===== src/rtl/k12a_sequencer_if.sv =====
// ============================================================================
// Module      : k12a_sequencer_pkg / k12a_sequencer_if
// Description : Control-state types and the FSM/datapath/debug bundle that
//               connects to the k12a sequencer.
// Revision    : 1.0 - initial release
// ============================================================================
`default_nettype none

package k12a_sequencer_pkg;

    typedef enum logic [2:0] {
        STATE_FETCH1 = 3'd0,
        STATE_FETCH2 = 3'd1,
        STATE_FETCH3 = 3'd2,
        STATE_EXEC   = 3'd3,
        STATE_HALT   = 3'd4
    } state_t;

    typedef enum logic [1:0] {
        SKIP_SEL_0                  = 2'd0,
        SKIP_SEL_CONDITION          = 2'd1,
        SKIP_SEL_CONDITION_INVERTED = 2'd2,
        SKIP_SEL_HOLD               = 2'd3
    } skip_sel_t;

endpackage

interface k12a_sequencer_if
    import k12a_sequencer_pkg::*;
#(
    parameter int COUNTER_WIDTH = 16
);
    state_t                   next_state;
    logic                     inst_high_store;
    logic                     inst_low_store;
    logic                     skip_store;
    skip_sel_t                skip_sel;
    logic                     alu_condition;
    logic [7:0]               data_bus;
    logic                     run;
    logic                     step_req;
    logic                     resume;
    logic                     counter_clear;

    state_t                   state;
    logic [15:0]              inst;
    logic                     skip;
    logic                     cycle_enable;
    logic                     halted;
    logic                     stopped;
    logic                     retired;
    logic [COUNTER_WIDTH-1:0] retired_count;

    modport master (
        output next_state, inst_high_store, inst_low_store, skip_store,
               skip_sel, alu_condition, data_bus, run, step_req, resume,
               counter_clear,
        input  state, inst, skip, cycle_enable, halted, stopped, retired,
               retired_count
    );

    modport slave (
        input  next_state, inst_high_store, inst_low_store, skip_store,
               skip_sel, alu_condition, data_bus, run, step_req, resume,
               counter_clear,
        output state, inst, skip, cycle_enable, halted, stopped, retired,
               retired_count
    );

endinterface

`default_nettype wire


===== src/rtl/k12a_sequencer.sv =====
// ============================================================================
// Module      : k12a_sequencer
// Description : k12a control-state register, instruction register, skip flag,
//               debug run/step/resume gating and retired-instruction counter.
// Revision    : 1.0 - initial release
// ============================================================================
`default_nettype none

module k12a_sequencer
    import k12a_sequencer_pkg::*;
#(
    parameter int COUNTER_WIDTH = 16,
    parameter bit SYNC_DEBUG    = 1'b1
) (
    input wire              clock,
    input wire              reset_n,
    k12a_sequencer_if.slave bus
);

    logic                     w_run_s;
    logic                     w_step_s;
    logic                     w_resume_s;
    logic                     w_step_p;
    logic                     w_resume_p;
    logic                     w_cycle_enable;
    logic                     w_retire;

    state_t                   r_state;
    logic [7:0]               r_inst_high;
    logic [7:0]               r_inst_low;
    logic                     r_skip;
    logic                     r_retired;
    logic [COUNTER_WIDTH-1:0] r_count;
    logic                     r_step_prev;
    logic                     r_resume_prev;

    if (SYNC_DEBUG) begin : g_sync
        logic [1:0] r_run_sync;
        logic [1:0] r_step_sync;
        logic [1:0] r_resume_sync;

        always_ff @(posedge clock or negedge reset_n) begin
            if (!reset_n) begin
                r_run_sync    <= 2'b00;
                r_step_sync   <= 2'b00;
                r_resume_sync <= 2'b00;
            end else begin
                r_run_sync    <= {r_run_sync[0],    bus.run};
                r_step_sync   <= {r_step_sync[0],   bus.step_req};
                r_resume_sync <= {r_resume_sync[0], bus.resume};
            end
        end

        assign w_run_s    = r_run_sync[1];
        assign w_step_s   = r_step_sync[1];
        assign w_resume_s = r_resume_sync[1];
    end else begin : g_nosync
        assign w_run_s    = bus.run;
        assign w_step_s   = bus.step_req;
        assign w_resume_s = bus.resume;
    end

    assign w_step_p   = w_step_s   & ~r_step_prev;
    assign w_resume_p = w_resume_s & ~r_resume_prev;

    // Only the FETCH1 boundary is gated by debug; a started instruction runs to completion.
    always_comb begin
        w_cycle_enable = 1'b1;
        case (r_state)
            STATE_HALT:   w_cycle_enable = 1'b0;
            STATE_FETCH1: w_cycle_enable = w_run_s | w_step_p;
            default:      w_cycle_enable = 1'b1;
        endcase
    end

    assign w_retire = w_cycle_enable & (r_state != STATE_FETCH1) &
                      ((bus.next_state == STATE_FETCH1) || (bus.next_state == STATE_HALT));

    always_ff @(posedge clock or negedge reset_n) begin
        if (!reset_n) begin
            r_state       <= STATE_FETCH1;
            r_inst_high   <= 8'h00;
            r_inst_low    <= 8'h00;
            r_skip        <= 1'b0;
            r_retired     <= 1'b0;
            r_count       <= '0;
            r_step_prev   <= 1'b0;
            r_resume_prev <= 1'b0;
        end else begin
            r_step_prev   <= w_step_s;
            r_resume_prev <= w_resume_s;
            r_retired     <= w_retire;

            if (w_cycle_enable) begin
                r_state <= bus.next_state;
            end else if ((r_state == STATE_HALT) && w_resume_p) begin
                r_state <= STATE_FETCH1;
            end

            if (bus.inst_high_store && w_cycle_enable) begin
                r_inst_high <= bus.data_bus;
            end
            if (bus.inst_low_store && w_cycle_enable) begin
                r_inst_low <= bus.data_bus;
            end

            if (bus.skip_store && w_cycle_enable) begin
                case (bus.skip_sel)
                    SKIP_SEL_0:                  r_skip <= 1'b0;
                    SKIP_SEL_CONDITION:          r_skip <= bus.alu_condition;
                    SKIP_SEL_CONDITION_INVERTED: r_skip <= ~bus.alu_condition;
                    default:                     r_skip <= r_skip;
                endcase
            end

            // Clear takes priority over a coincident retire.
            if (bus.counter_clear) begin
                r_count <= '0;
            end else if (w_retire) begin
                r_count <= r_count + COUNTER_WIDTH'(1);
            end
        end
    end

    assign bus.state         = r_state;
    assign bus.inst          = {r_inst_high, r_inst_low};
    assign bus.skip          = r_skip;
    assign bus.cycle_enable  = w_cycle_enable;
    assign bus.halted        = (r_state == STATE_HALT);
    assign bus.stopped       = (r_state == STATE_FETCH1) & ~w_run_s & ~w_step_p;
    assign bus.retired       = r_retired;
    assign bus.retired_count = r_count;

endmodule

`default_nettype wire


===== src/flat_wrapper.sv =====
// flat-port wrapper written by rule: the top's interface ports become plain ports
module k12a_sequencer_flat import k12a_sequencer_pkg::*;
#(
    parameter int COUNTER_WIDTH = 16,
    parameter bit SYNC_DEBUG    = 1'b1
)
  (clock, reset_n, bus_next_state, bus_inst_high_store, bus_inst_low_store, bus_skip_store, bus_skip_sel, bus_alu_condition, bus_data_bus, bus_run, bus_step_req, bus_resume, bus_counter_clear, bus_state, bus_inst, bus_skip, bus_cycle_enable, bus_halted, bus_stopped, bus_retired, bus_retired_count);
  k12a_sequencer_if #(.COUNTER_WIDTH(COUNTER_WIDTH)) bus_i ();
  input wire clock;
  input wire reset_n;
  input wire logic [$bits(bus_i.next_state)-1:0] bus_next_state;
  input wire logic [$bits(bus_i.inst_high_store)-1:0] bus_inst_high_store;
  input wire logic [$bits(bus_i.inst_low_store)-1:0] bus_inst_low_store;
  input wire logic [$bits(bus_i.skip_store)-1:0] bus_skip_store;
  input wire logic [$bits(bus_i.skip_sel)-1:0] bus_skip_sel;
  input wire logic [$bits(bus_i.alu_condition)-1:0] bus_alu_condition;
  input wire logic [$bits(bus_i.data_bus)-1:0] bus_data_bus;
  input wire logic [$bits(bus_i.run)-1:0] bus_run;
  input wire logic [$bits(bus_i.step_req)-1:0] bus_step_req;
  input wire logic [$bits(bus_i.resume)-1:0] bus_resume;
  input wire logic [$bits(bus_i.counter_clear)-1:0] bus_counter_clear;
  output wire logic [$bits(bus_i.state)-1:0] bus_state;
  output wire logic [$bits(bus_i.inst)-1:0] bus_inst;
  output wire logic [$bits(bus_i.skip)-1:0] bus_skip;
  output wire logic [$bits(bus_i.cycle_enable)-1:0] bus_cycle_enable;
  output wire logic [$bits(bus_i.halted)-1:0] bus_halted;
  output wire logic [$bits(bus_i.stopped)-1:0] bus_stopped;
  output wire logic [$bits(bus_i.retired)-1:0] bus_retired;
  output wire logic [$bits(bus_i.retired_count)-1:0] bus_retired_count;
  assign bus_i.next_state = bus_next_state;
  assign bus_i.inst_high_store = bus_inst_high_store;
  assign bus_i.inst_low_store = bus_inst_low_store;
  assign bus_i.skip_store = bus_skip_store;
  assign bus_i.skip_sel = bus_skip_sel;
  assign bus_i.alu_condition = bus_alu_condition;
  assign bus_i.data_bus = bus_data_bus;
  assign bus_i.run = bus_run;
  assign bus_i.step_req = bus_step_req;
  assign bus_i.resume = bus_resume;
  assign bus_i.counter_clear = bus_counter_clear;
  assign bus_state = bus_i.state;
  assign bus_inst = bus_i.inst;
  assign bus_skip = bus_i.skip;
  assign bus_cycle_enable = bus_i.cycle_enable;
  assign bus_halted = bus_i.halted;
  assign bus_stopped = bus_i.stopped;
  assign bus_retired = bus_i.retired;
  assign bus_retired_count = bus_i.retired_count;
  k12a_sequencer #(.COUNTER_WIDTH(COUNTER_WIDTH), .SYNC_DEBUG(SYNC_DEBUG)) u_core (.clock(clock), .reset_n(reset_n), .bus(bus_i));
endmodule

===== config.mk =====
export PLATFORM = sky130hd
export DESIGN_NAME = k12a_sequencer_flat
export DESIGN_NICKNAME = d
export VERILOG_FILES = /design/src/rtl/k12a_sequencer_if.sv /design/src/rtl/k12a_sequencer.sv /design/src/flat_wrapper.sv
export SDC_FILE = /design/constraint.sdc
export NUM_CORES = 1
export LEC_CHECK = 0
export BUFFER_PORTS_ARGS = -buffer_cell sky130_fd_sc_hd__buf_2
export CORE_MARGIN = 10
export CORE_UTILIZATION = 30
export CTS_BUF_LIST = sky130_fd_sc_hd__clkbuf_4
export CTS_CLUSTER_DIAMETER = 100
export DETAILED_ROUTE_END_ITERATION = 8
export PLACE_DENSITY = 0.51
export SLEW_MARGIN = 25
export SYNTH_ARGS = -nofsm -noshare
export SYNTH_HDL_FRONTEND = slang
export SYNTH_SLANG_ARGS = --single-unit
export TNS_END_PERCENT = 30

===== constraint.sdc =====
create_clock -name clock -period 2.1 [get_ports clock]
set_input_delay 0.315 -clock clock [delete_from_list [all_inputs] [get_ports clock]]
set_output_delay 0.315 -clock clock [all_outputs]
set_load 0.02 [all_outputs]

==> flow_summary.ini <==
[sta]
rsz0062_at_grt = false
skew_ns = 0.0106
slew_headroom_pct = 62.6
holdWs_ns = 0.0702
fin_ws_ns = 0.172
clock.fmax_mhz = 519
drv_slew = 0
worst_pin_slew_ns = 0.560
finalSetupViolCount = 0
hold_violations = 0
post-route-min-period_ns = 1.93
post-route-period-util_pct = 91.8
setup_tns_ns = 0

[power_and_ir_drop]
p_sw_share_pct = 30.7
p_int_uw = 1220
ir_worst_vdd_uv = 440
power_density_nw_per_um2 = 744
p_switching_uw = 542
seqPwrFrac_pct = 56.1
power.leakage_uw = 0.00111
clkPwrFrac_pct = 21.6
p_comb_share_pct = 22.3

[die]
row_count = 28
design.core.area_um2 = 5960
die_h_um = 98.5
start_util_pct = 31.0
io_pins = 63
die-area_um2 = 9700
die_w_um = 98.5

[place]
placed_cells = 294
port_buffers = 62
dp_hpwl_um = 3620
pre_cts_slack_ns = -0.0363
gp_congestion = 0.692

[yosys]
yosys_warnings = 0
synth_seq_area_share_pct = 60.9
synth_area_um2 = 1850
syn-num-nets = 175
yosys-top-cells-area = dfrtp_1 61%, mux2_2 9.7%, xnor2_1 2.8%
syn_inst = 151
synth_top_area_share_pct = 60.9
yosysTopAreaCell = dfrtp_1
syn_area_per_cell_um2 = 12.2
yosysUniqueCellTypes = 34
ys_ff_latch = 45

[finish]
regArea_um2 = 1130
final_core_utilization_pct = 39.8
nets = 251
n_fill_cell = 602
layout_commonest_cell = buf_2
multiInputGateArea_um2 = 687
antenna_cells = 0
final_cells = 301
area_growth_pct = 28.3
mostFrequentLayoutCells = 62 x buf_2, 45 x dfrtp_1, 16 x mux2_2
drive_above_1_share_pct = 45.6

[cts]
cts_buffer_depth = 2
numCtsBuffers = 5
clk_pin_slew_worst_paths_ns = 0.13
cts_tree = yes
cts_root_buf = clkbuf_4
htree_levels = 2
post-cts-setup-buffers = 0
clkLatencyLatePin_ns = 0.35
clkSinkCount = 45

[critical_path]
required_ns = 1.78
path_max_fanout = 5
crit_type = reg2out
endpoint_kind = output port
worst_setup_path_start_kind = register
path_cells = or2_2 > nor4b_1 > buf_2
worst_path_max_delay_cell = dfrtp_1
arrival_ns = 1.61
slowest_delay_ns = 0.41

[route]
drt_iter0_markers = 31
dr_wl_met2_um = 1860
top_layer_used = met4
postRouteAntennaNets = 0
first_pass_iters = 4
avgRoutedWirePerCell_um = 15.2
met1Wirelength_um = 2210
viasPerCell = 4.67
routed_wl_um = 4590
wl_met3_um = 485
drc = 0
dr_total_vias = 1405

[outcome]
outcome = finished, final reports clean

[grt]
grt_max_degree = 26
grt-ovfl-total = 0
grt_use_total_pct = 9.57
grt_pass1_wl_um = 7660
grt_antenna_before_repair = 0
first_global_vias = 1482

[run]
maxCapViolCount = 0

[worst_hold_path]
hold_class = in2reg
==> power by group through the flow <==
| stage | Clock (uW) | Sequential [uW] | Combinational, uW |
|---|---|---|---|
| after floorplan | 0 | 1100 | 131 |
| after global placement | 0 | 1000 | 399 |
| after detailed placement | 0 | 1000 | 402 |
| after CTS | 408 | 990 | 403 |
| after global routing | 437 | 1000 | 431 |
| final | 382 | 989 | 393 |
==> metal layers <==
layer	up-vias	global-route usage, %
li1	689	-
met1	660	12.4
met2	52	13.1
met3	4	5.59
met4	0	2.65
met5	-	0
==> timing repair <==
item / CTS / global route
endpoints found under the setup margin: 0 / 3
gates resized for setup: 0 / 2
hold buffers: 1 / 0
endpoints found under the hold margin: 23 / 0
==> final timing paths <==
path,from,to,slack [ns],cells after the start
hold reg to reg,u_core.g_sync.r_resume_sync[0]$_DFF_PN0_,u_core.g_sync.r_resume_sync[1]$_DFF_PN0_,0.37,0
hold / removal,bus_resume,u_core.g_sync.r_resume_sync[0]$_DFF_PN0_,0.07,1
setup / recovery,u_core.bus.state[1]$_DFFE_PN0P_,bus_stopped,0.17,3
max in group asynchronous,reset_n,u_core.r_inst_high[6]$_DFFE_PN0P_,1.02,3
setup reg to reg,u_core.bus.retired_count[6]$_DFFE_PN0P_,u_core.bus.retired_count[15]$_DFFE_PN0P_,0.17,4
min in group asynchronous,reset_n,u_core.bus.retired_count[2]$_DFFE_PN0P_,0.49,2
==> worst max-delay path, delay by kind of cell, from the launching register on <==
family,cells,cell delay (ns)
and+or+nand+nor,2,0.63
DFF,1,0.41
buffers and inverters,1,0.22
==> kinds of logic (layout without fill, tap and decap cells) <==
logic type,count (synthesis),count (layout),share of synthesized area (%)
fa+ha+maj,1,1,0.677
compound gates,22,22,7.04
buf+inv,9,84,2.30
xor+xnor,8,8,3.79
simple gates,49,49,15.0
flops,45,45,60.9
mux,17,17,10.3
==> cell usage after synthesis (all sizes together) <==
master	instances
nand4	4
inv	3
or4	6
a22o	1
o21ai	6
o211ai	1
dfrtp	45
or3	3
nor4	3
nor3	1
and2	3
nor4b	2
a21oi	9
clkbuf	3
buf	3
nor2	11
xor2	2
o31ai	4
nand2b	3
mux2i	1
ha	1
mux2	16
a32oi	1
xnor2	6
or2	2
nand2	6
nand3	5
==> registers in the layout (all words and copies together), names as in the netlist <==
name,cells
u_core.r_inst_high,8
u_core.bus.state,3
u_core.g_sync.r_run_sync,2
u_core.g_sync.r_step_sync,2
u_core.bus.retired,1
u_core.r_inst_low,8
u_core.g_sync.r_resume_sync,2
u_core.bus.skip,1
u_core.r_resume_prev,1
u_core.bus.retired_count,16
u_core.r_step_prev,1
==> cell type report <==
| cell class | count | area share, % |
|---|---|---|
| well taps | 75 | 3.96 |
| clock inverters | 1 | 0.211 |
| flip-flops and latches | 45 | 47.5 |
| inverters | 3 | 0.475 |
| multi-input cells | 97 | 29.0 |
| repair buffers | 75 | 17.3 |
| clock buffers | 5 | 1.58 |
==> stage by stage <==
step | total power [uW] | area (um2)
floorplan | 1230 | 1850
global placement | 1400 | 2310
detailed placement | 1410 | 2310
CTS | 1800 | 2360
global route | 1870 | 2370
finish | 1760 | 2370
(Power assumes the default switching activity.)
